===== config.mk =====
export PLATFORM = sky130hd
export DESIGN_NAME = alu_seq
export DESIGN_NICKNAME = d
export VERILOG_FILES = /design/src/rtl/alu_seq.sv
export SDC_FILE = /design/constraint.sdc
export NUM_CORES = 1
export LEC_CHECK = 0
export BUFFER_PORTS_ARGS = -buffer_cell sky130_fd_sc_hd__buf_4
export CORE_ASPECT_RATIO = 1.4
export CORE_MARGIN = 1.5
export CORE_UTILIZATION = 40
export CTS_BUF_LIST = sky130_fd_sc_hd__clkbuf_4 sky130_fd_sc_hd__clkbuf_8
export CTS_CLUSTER_DIAMETER = 120
export DETAILED_ROUTE_END_ITERATION = 6
export PLACE_DENSITY = 0.56
export SETUP_SLACK_MARGIN = 0.4
export SYNTH_ARGS = -nofsm -noshare
export SYNTH_HDL_FRONTEND = slang
export SYNTH_SLANG_ARGS = --single-unit

===== constraint.sdc =====
create_clock -name clk -period 4.09 [get_ports clk]
set_input_delay 0.818 -clock clk [delete_from_list [all_inputs] [get_ports clk]]
set_output_delay 0.818 -clock clk [all_outputs]
set_load 0.01 [all_outputs]

===== src/rtl/alu_seq.sv =====
// alu_seq: handshaked execute-stage ALU for a 5-stage RISC-V pipeline.
// Single-cycle ops produce a registered result one edge after acceptance.
// MUL runs as an XLEN-step shift-add sequence.
// Optional feature macro ALU_DIV_EN adds an iterative restoring divider
// for DIVU/REMU. Without the macro those opcodes complete in one cycle
// with a zero result.
module alu_seq #(
   parameter int XLEN    = 32,
   parameter int SHAMT_W = $clog2(XLEN)
) (
   input  logic            clk,
   input  logic            rst_n,
   input  logic            in_valid,
   output logic            in_ready,
   input  logic [XLEN-1:0] in1,
   input  logic [XLEN-1:0] in2,
   input  logic [XLEN-1:0] pc,
   input  logic [3:0]      ctrl,
   output logic            out_valid,
   input  logic            out_ready,
   output logic [XLEN-1:0] alu_out,
   output logic            branch_taken,
   output logic            busy
);

   typedef enum logic [1:0] {
      IDLE = 2'd0,
      MUL  = 2'd1,
      DIV  = 2'd2,
      DONE = 2'd3
   } state_t;

   localparam logic [3:0] OP_ADD   = 4'h0;
   localparam logic [3:0] OP_SUB   = 4'h1;
   localparam logic [3:0] OP_XOR   = 4'h2;
   localparam logic [3:0] OP_OR    = 4'h3;
   localparam logic [3:0] OP_AND   = 4'h4;
   localparam logic [3:0] OP_SLL   = 4'h5;
   localparam logic [3:0] OP_SRL   = 4'h6;
   localparam logic [3:0] OP_BEQ   = 4'h7;
   localparam logic [3:0] OP_BNE   = 4'h8;
   localparam logic [3:0] OP_SLT   = 4'h9;
   localparam logic [3:0] OP_AUIPC = 4'hA;
   localparam logic [3:0] OP_SLTU  = 4'hB;
   localparam logic [3:0] OP_SRA   = 4'hC;
   localparam logic [3:0] OP_MUL   = 4'hD;
   localparam logic [3:0] OP_DIVU  = 4'hE;
   localparam logic [3:0] OP_REMU  = 4'hF;

   // Iteration counter runs XLEN-1 down to 0, giving exactly XLEN steps.
   localparam logic [SHAMT_W-1:0] CNT_LAST = SHAMT_W'(XLEN - 1);
   localparam logic [SHAMT_W-1:0] CNT_ONE  = {{(SHAMT_W-1){1'b0}}, 1'b1};
   localparam logic [SHAMT_W-1:0] CNT_ZERO = {SHAMT_W{1'b0}};
   localparam logic [XLEN-1:0]    X_ZERO   = {XLEN{1'b0}};

   state_t              state_r;
   state_t              state_nx_s;
   logic                accept_s;
   logic                iter_op_s;
   logic [XLEN-1:0]     res_s;
   logic                br_s;
   logic [SHAMT_W-1:0]  shamt_s;

   logic [SHAMT_W-1:0]  cnt_r;
   logic [XLEN-1:0]     a_r;      // MUL: multiplicand; DIV: dividend -> quotient
   logic [XLEN-1:0]     b_r;      // MUL: multiplier;   DIV: divisor
   logic [XLEN-1:0]     acc_r;    // MUL: product;      DIV: partial remainder
   logic                take_acc_r;
   logic                out_valid_r;
   logic [XLEN-1:0]     alu_out_r;
   logic                branch_r;
   logic                busy_r;

`ifdef ALU_DIV_EN
   logic [XLEN:0]       div_shift_s;
   logic [XLEN:0]       div_trial_s;
`endif

   assign in_ready     = (state_r == IDLE) && (!out_valid_r || out_ready);
   assign accept_s     = in_valid && in_ready;
   assign shamt_s      = in2[SHAMT_W-1:0];
   assign out_valid    = out_valid_r;
   assign alu_out      = alu_out_r;
   assign branch_taken = branch_r;
   assign busy         = busy_r;

   // Classify the incoming opcode as iterative (multi-cycle) or single-cycle.
   always_comb begin
      iter_op_s = 1'b0;
      if (ctrl == OP_MUL) begin
         iter_op_s = 1'b1;
      end
`ifdef ALU_DIV_EN
      else if ((ctrl == OP_DIVU) || (ctrl == OP_REMU)) begin
         iter_op_s = 1'b1;
      end
`endif
      else begin
         iter_op_s = 1'b0;
      end
   end

   // Single-cycle result and branch outcome computed from the live operands.
   always_comb begin
      res_s = X_ZERO;
      br_s  = 1'b0;
      case (ctrl)
         OP_ADD:   res_s = in1 + in2;
         OP_SUB:   res_s = in1 - in2;
         OP_XOR:   res_s = in1 ^ in2;
         OP_OR:    res_s = in1 | in2;
         OP_AND:   res_s = in1 & in2;
         OP_SLL:   res_s = in1 << shamt_s;
         OP_SRL:   res_s = in1 >> shamt_s;
         OP_BEQ:   br_s  = (in1 == in2);
         OP_BNE:   br_s  = (in1 != in2);
         OP_SLT:   res_s = {{(XLEN-1){1'b0}}, ($signed(in1) < $signed(in2))};
         OP_AUIPC: res_s = pc + (in2 << 32'd12);
         OP_SLTU:  res_s = {{(XLEN-1){1'b0}}, (in1 < in2)};
         OP_SRA:   res_s = $signed(in1) >>> shamt_s;
         OP_MUL:   res_s = X_ZERO;
         OP_DIVU:  res_s = X_ZERO;
         OP_REMU:  res_s = X_ZERO;
         default:  res_s = X_ZERO;
      endcase
   end

`ifdef ALU_DIV_EN
   // One restoring-division step: shift in the next dividend bit and try to subtract.
   always_comb begin
      div_shift_s = {acc_r, a_r[XLEN-1]};
      div_trial_s = div_shift_s - {1'b0, b_r};
   end
`endif

   // Next-state logic for the sequencing FSM.
   always_comb begin
      state_nx_s = state_r;
      case (state_r)
         IDLE: begin
            if (accept_s) begin
               if (ctrl == OP_MUL) begin
                  state_nx_s = MUL;
               end
`ifdef ALU_DIV_EN
               else if ((ctrl == OP_DIVU) || (ctrl == OP_REMU)) begin
                  state_nx_s = DIV;
               end
`endif
               else begin
                  state_nx_s = IDLE;
               end
            end else begin
               state_nx_s = IDLE;
            end
         end
         MUL: begin
            if (cnt_r == CNT_ZERO) begin
               state_nx_s = DONE;
            end else begin
               state_nx_s = MUL;
            end
         end
         DIV: begin
`ifdef ALU_DIV_EN
            if (cnt_r == CNT_ZERO) begin
               state_nx_s = DONE;
            end else begin
               state_nx_s = DIV;
            end
`else
            state_nx_s = IDLE;
`endif
         end
         DONE:    state_nx_s = IDLE;
         default: state_nx_s = IDLE;
      endcase
   end

   // State register; reset aborts any iteration in flight.
   always_ff @(posedge clk or negedge rst_n) begin
      if (!rst_n) begin
         state_r <= IDLE;
      end else begin
         state_r <= state_nx_s;
      end
   end

   // Busy flag, registered from the next state so it tracks the FSM exactly.
   always_ff @(posedge clk or negedge rst_n) begin
      if (!rst_n) begin
         busy_r <= 1'b0;
      end else begin
         busy_r <= (state_nx_s != IDLE);
      end
   end

   // Operand latching, iterative datapath and output register with hold.
   always_ff @(posedge clk or negedge rst_n) begin
      if (!rst_n) begin
         cnt_r       <= CNT_ZERO;
         a_r         <= X_ZERO;
         b_r         <= X_ZERO;
         acc_r       <= X_ZERO;
         take_acc_r  <= 1'b0;
         out_valid_r <= 1'b0;
         alu_out_r   <= X_ZERO;
         branch_r    <= 1'b0;
      end else begin
         case (state_r)
            IDLE: begin
               if (accept_s) begin
                  a_r        <= in1;
                  b_r        <= in2;
                  acc_r      <= X_ZERO;
                  cnt_r      <= CNT_LAST;
                  take_acc_r <= (ctrl != OP_DIVU);
                  if (iter_op_s) begin
                     // Any previous result is being consumed this edge.
                     out_valid_r <= 1'b0;
                  end else begin
                     alu_out_r   <= res_s;
                     branch_r    <= br_s;
                     out_valid_r <= 1'b1;
                  end
               end else if (out_ready) begin
                  out_valid_r <= 1'b0;
               end else begin
                  out_valid_r <= out_valid_r;
               end
            end
            MUL: begin
               if (b_r[0]) begin
                  acc_r <= acc_r + a_r;
               end else begin
                  acc_r <= acc_r;
               end
               a_r   <= {a_r[XLEN-2:0], 1'b0};
               b_r   <= {1'b0, b_r[XLEN-1:1]};
               cnt_r <= cnt_r - CNT_ONE;
            end
            DIV: begin
`ifdef ALU_DIV_EN
               // A zero divisor never underflows, giving all-ones quotient and remainder = dividend.
               if (div_trial_s[XLEN]) begin
                  acc_r <= div_shift_s[XLEN-1:0];
                  a_r   <= {a_r[XLEN-2:0], 1'b0};
               end else begin
                  acc_r <= div_trial_s[XLEN-1:0];
                  a_r   <= {a_r[XLEN-2:0], 1'b1};
               end
               cnt_r <= cnt_r - CNT_ONE;
`else
               cnt_r <= CNT_ZERO;
`endif
            end
            DONE: begin
               alu_out_r   <= take_acc_r ? acc_r : a_r;
               branch_r    <= 1'b0;
               out_valid_r <= 1'b1;
            end
            default: begin
               out_valid_r <= 1'b0;
            end
         endcase
      end
   end

endmodule


==> impl_metrics.json <==
{
  "layout.cells.most_common_list": "sky130_fd_sc_hd__buf_4, sky130_fd_sc_hd__nor2_1, sky130_fd_sc_hd__nand2_1",
  "m1WireLength_mm": 35.3,
  "tritoncts_clock_tree": "built",
  "setup.reg_to_reg.worst_slack_ns": 0.67,
  "first_global_vias": 20400,
  "dp_worst_setup_slack_ns": -0.0989,
  "maximum_number_of_pins_on_one_net_before_global_route_repair": 106,
  "met3WireLength_mm": 7.71,
  "syn-num-nets": 2640,
  "rr_startpoint": "a_r[0]$_DFFE_PN0P_",
  "relSlewSlack_pct": 28.1,
  "mean_cell_area_of_the_mapped_netlist_um2": 7.68,
  "grt.overflow.total": 0,
  "start_kind": "input port",
  "worst_skew_pair.late_latency_ns": 0.51,
  "drv.max_cap_violation_count": 0,
  "grt_setup_unrepaired": "true",
  "ys_seq_elements": 138,
  "synthFlopType": "sky130_fd_sc_hd__dfrtp_1",
  "cts_post_setup_buffers_inserted": 0,
  "share_comb_of_total_power_pct": 58.9,
  "drt-total-wl_mm": 95.5,
  "htree_levels": 4,
  "power_switching_share_pct": 48.6,
  "route.vias.total": 20800,
  "global_route.usage.total_pct": 40.3,
  "p_total_uw": 9060,
  "die-height_um": 256,
  "switching_power_uw": 4400,
  "synth_edf_count": 0,
  "numPlacedInstances": 3175,
  "syn-cell-area_um2": 18200,
  "power_report.internal_total_uw": 4650,
  "timing.final.ws_setup_ns": 0.499,
  "starting_drc_count_in_detailed_routing": 2030,
  "outcome": "finished clean",
  "final_antenna_net_count": 0,
  "synth_seq_area_share_pct": 18.9,
  "synth-warning-count": 0,
  "tritoncts.num_buffers": 17,
  "critPathKind": "in2reg",
  "core-area_um2": 45000,
  "mostFrequentLayoutCell": "sky130_fd_sc_hd__buf_4",
  "critical_path_sink_type": "flip-flop",
  "worst_setup_hold_path_clk_slew_ns": 0.10,
  "delay_of_the_slowest_cell_on_the_worst_path_ns": 0.34,
  "std_cell_rows": 92,
  "final_area_um2": 21600,
  "crit-reg2reg-capture": "acc_r[28]$_DFFE_PN0P_",
  "numClockSinks": 138,
  "crit_required_ns": 4.47,
  "number_of_port_buffers": 139,
  "max_clock_freq_mhz": 279,
  "grt_antenna_before_repair": 5,
  "place_area_um2": 21200,
  "slew_violations": 0,
  "route.detailed.wl_per_inst_um": 29.8,
  "gp_congestion": 1.05,
  "critPathSlowestCell": "sky130_fd_sc_hd__a221o_1",
  "cts_hold_buffers": 0,
  "power.density_nw_per_um2": 419,
  "yosys.cell_types.count": 87,
  "leakage_uw": 0.00976,
  "layout.core_utilization_pct": 48.0,
  "vdd.ir_drop.worst_v": 0.000225,
  "post-dp-hpwl_mm": 74.6,
  "synthToLayoutAreaGrowth_pct": 18.4,
  "floorplan.die_area_um2": 46900,
  "tcrit_tclk_final_pct": 87.8,
  "crit_path_cell_trace": "buf_4, inv_1, buf_4, ha_1, buf_4, a211oi_2, o211ai_1, a21o_1, o22ai_1, buf_4, o21ai_0, buf_4, a221o_1, a21oi_1, nor2_1",
  "chipWidth_um": 183,
  "worst_ep_arrival_time_ns": 3.97,
  "cells_after_synth": 2376,
  "timing.final.hold_violations": 0,
  "clock_tree.buffer_depth": 2,
  "path_common_cell": "sky130_fd_sc_hd__buf_4",
  "synthArstFlopShare_pct": 100,
  "viasPerCell": 6.49,
  "boundaryPins": 140,
  "clockPowerShare_pct": 13.6,
  "drt_first_pass_iters": 5,
  "floorplan.initialDensity_pct": 40.5,
  "grt_pass1_wl_mm": 138,
  "worst_slew_pin_slew_ns": 1.08,
  "clock_tree.root_cell": "sky130_fd_sc_hd__clkbuf_8",
  "drc_errors": 0,
  "final-setup-viol-count": 0,
  "max_layer_used": "met5",
  "power.sequential.fraction_pct": 27.5,
  "layout_cells_excl_fill": 3208,
  "skew_ns": 0.0206,
  "layout_min_cycle_time_ns": 3.59,
  "ff2ff_path_depth": 11,
  "nNetsFinal": 2847,
  "min-delay-path-class": "in2async",
  "drive_above_1_share_pct": 19.6,
  "met2_length_mm": 44.0,
  "crit_fanout": 4
}
## repair_timing
action | CTS | global route
resized for setup | 0 | 7
hold endpoints to repair | 0 | 0
endpoints found under the setup margin | 0 | 8
## critical path, delay by kind of cell
| family | cells | cell delay (ns) |
|---|---|---|
| compound gates | 7 | 1.81 |
| simple gates | 1 | 0.08 |
| fa+ha+maj | 1 | 0.24 |
| buf+inv | 6 | 1.03 |
## state kept, by name, indices dropped and copies added (netlist names)
signal and count:
a_r 32, state_r 1, alu_out 32, b_r 32, branch_taken 1, out_valid 1, take_acc_r 1, busy 1
acc_r 32, cnt_r 5
## routing by layer
layer,up-vias,global-route usage (%)
met1,10100,47.3
met3,326,6.96
met5,-,0
met4,4,29.8
met2,1176,65.5
li1,9236,-
## power by group through the flow
stage | combinational (uW) | clock (uW) | sequential, uW
after global placement | 5130 | 0 | 2480
final | 5330 | 1230 | 2490
after floorplan | 3410 | 0 | 2350
after global routing | 5790 | 1310 | 2550
after detailed placement | 5200 | 0 | 2490
after CTS | 5230 | 1250 | 2470
## metrics by stage
| step | setup TNS (ns) | hold slack, ns |
|---|---|---|
| floorplan | 0 | 0.445 |
| global placement | -0.00666 | 0.474 |
| detailed placement | -0.0989 | 0.473 |
| CTS | 0 | 0.356 |
| global route | 0 | 0.378 |
| finish | 0 | 0.326 |
## worst max path at each step
| stage | from | endpoint | slack [ns] | cells after the start |
|---|---|---|---|---|
| floorplan | in2[3] | alu_out[29]$_DFFE_PN0P_ | 0.36 | 16 |
| global placement | in2[1] | alu_out[19]$_DFFE_PN0P_ | -0.007 | 15 |
| detailed placement | in2[0] | alu_out[24]$_DFFE_PN0P_ | -0.1 | 13 |
| CTS | a_r[0]$_DFFE_PN0P_ | acc_r[28]$_DFFE_PN0P_ | 0.43 | 11 |
| global route | in2[0] | alu_out[24]$_DFFE_PN0P_ | 0.35 | 13 |
| finish | in2[1] | alu_out[19]$_DFFE_PN0P_ | 0.50 | 15 |
## Yosys cell counts (7+ instances only)
library cell	number	area, um2
sky130_fd_sc_hd__o21bai_1	20	150
sky130_fd_sc_hd__a2111oi_0	14	123
sky130_fd_sc_hd__and3_1	13	81.3
sky130_fd_sc_hd__o211ai_1	30	225
sky130_fd_sc_hd__o221ai_1	22	193
sky130_fd_sc_hd__inv_1	112	420
sky130_fd_sc_hd__buf_1	17	63.8
sky130_fd_sc_hd__nand2b_1	27	169
sky130_fd_sc_hd__buf_4	9	67.6
sky130_fd_sc_hd__mux2i_1	64	641
sky130_fd_sc_hd__a31oi_1	90	563
sky130_fd_sc_hd__nand4_1	21	131
sky130_fd_sc_hd__dfrtp_1	138	3450
sky130_fd_sc_hd__a211o_1	7	61.3
sky130_fd_sc_hd__o21ai_0	143	716
sky130_fd_sc_hd__a21oi_1	193	966
sky130_fd_sc_hd__clkbuf_1	127	477
sky130_fd_sc_hd__buf_2	11	55.1
sky130_fd_sc_hd__a21o_1	51	383
sky130_fd_sc_hd__a221o_1	12	120
sky130_fd_sc_hd__or2_2	8	50.1
sky130_fd_sc_hd__nor4_1	12	75.1
sky130_fd_sc_hd__nor3_1	44	220
sky130_fd_sc_hd__nand3_1	63	315
sky130_fd_sc_hd__xor2_1	19	166
sky130_fd_sc_hd__or3_1	20	125
sky130_fd_sc_hd__a211oi_1	30	225
sky130_fd_sc_hd__xnor2_1	28	245
sky130_fd_sc_hd__mux4_2	62	1400
sky130_fd_sc_hd__o31ai_1	8	60.1
sky130_fd_sc_hd__a221oi_1	27	236
sky130_fd_sc_hd__nor2b_1	16	100
sky130_fd_sc_hd__nand2_1	267	1000
sky130_fd_sc_hd__ha_1	156	1950
sky130_fd_sc_hd__nor2_1	275	1030
sky130_fd_sc_hd__a22oi_1	25	188
sky130_fd_sc_hd__o22a_1	7	61.3
sky130_fd_sc_hd__mux2_2	20	225
sky130_fd_sc_hd__o21a_1	13	97.6
sky130_fd_sc_hd__and2_1	20	125
sky130_fd_sc_hd__o22ai_1	23	144
## logic make-up after synthesis
| group | after synthesis | share of synthesized area (%) |
|---|---|---|
| buf+inv | 280 | 6.19 |
| fa+ha+maj | 161 | 11.2 |
| mux | 150 | 13.0 |
| compound gates | 783 | 28.2 |
| flops | 138 | 18.9 |
| simple gates | 817 | 20.2 |
| xor+xnor | 47 | 2.26 |
## cell type report
cell class	instances	area, um2
inverter	113	439
clock buffer	17	234
antenna	1	2.50
clock inverter	15	175
fill	4558	23400
multi-input combinational	1958	13800
timing repair buffer	355	2740
sequential	138	3450
tap	611	764
Note: power is estimated with default switching activity, not from simulation.
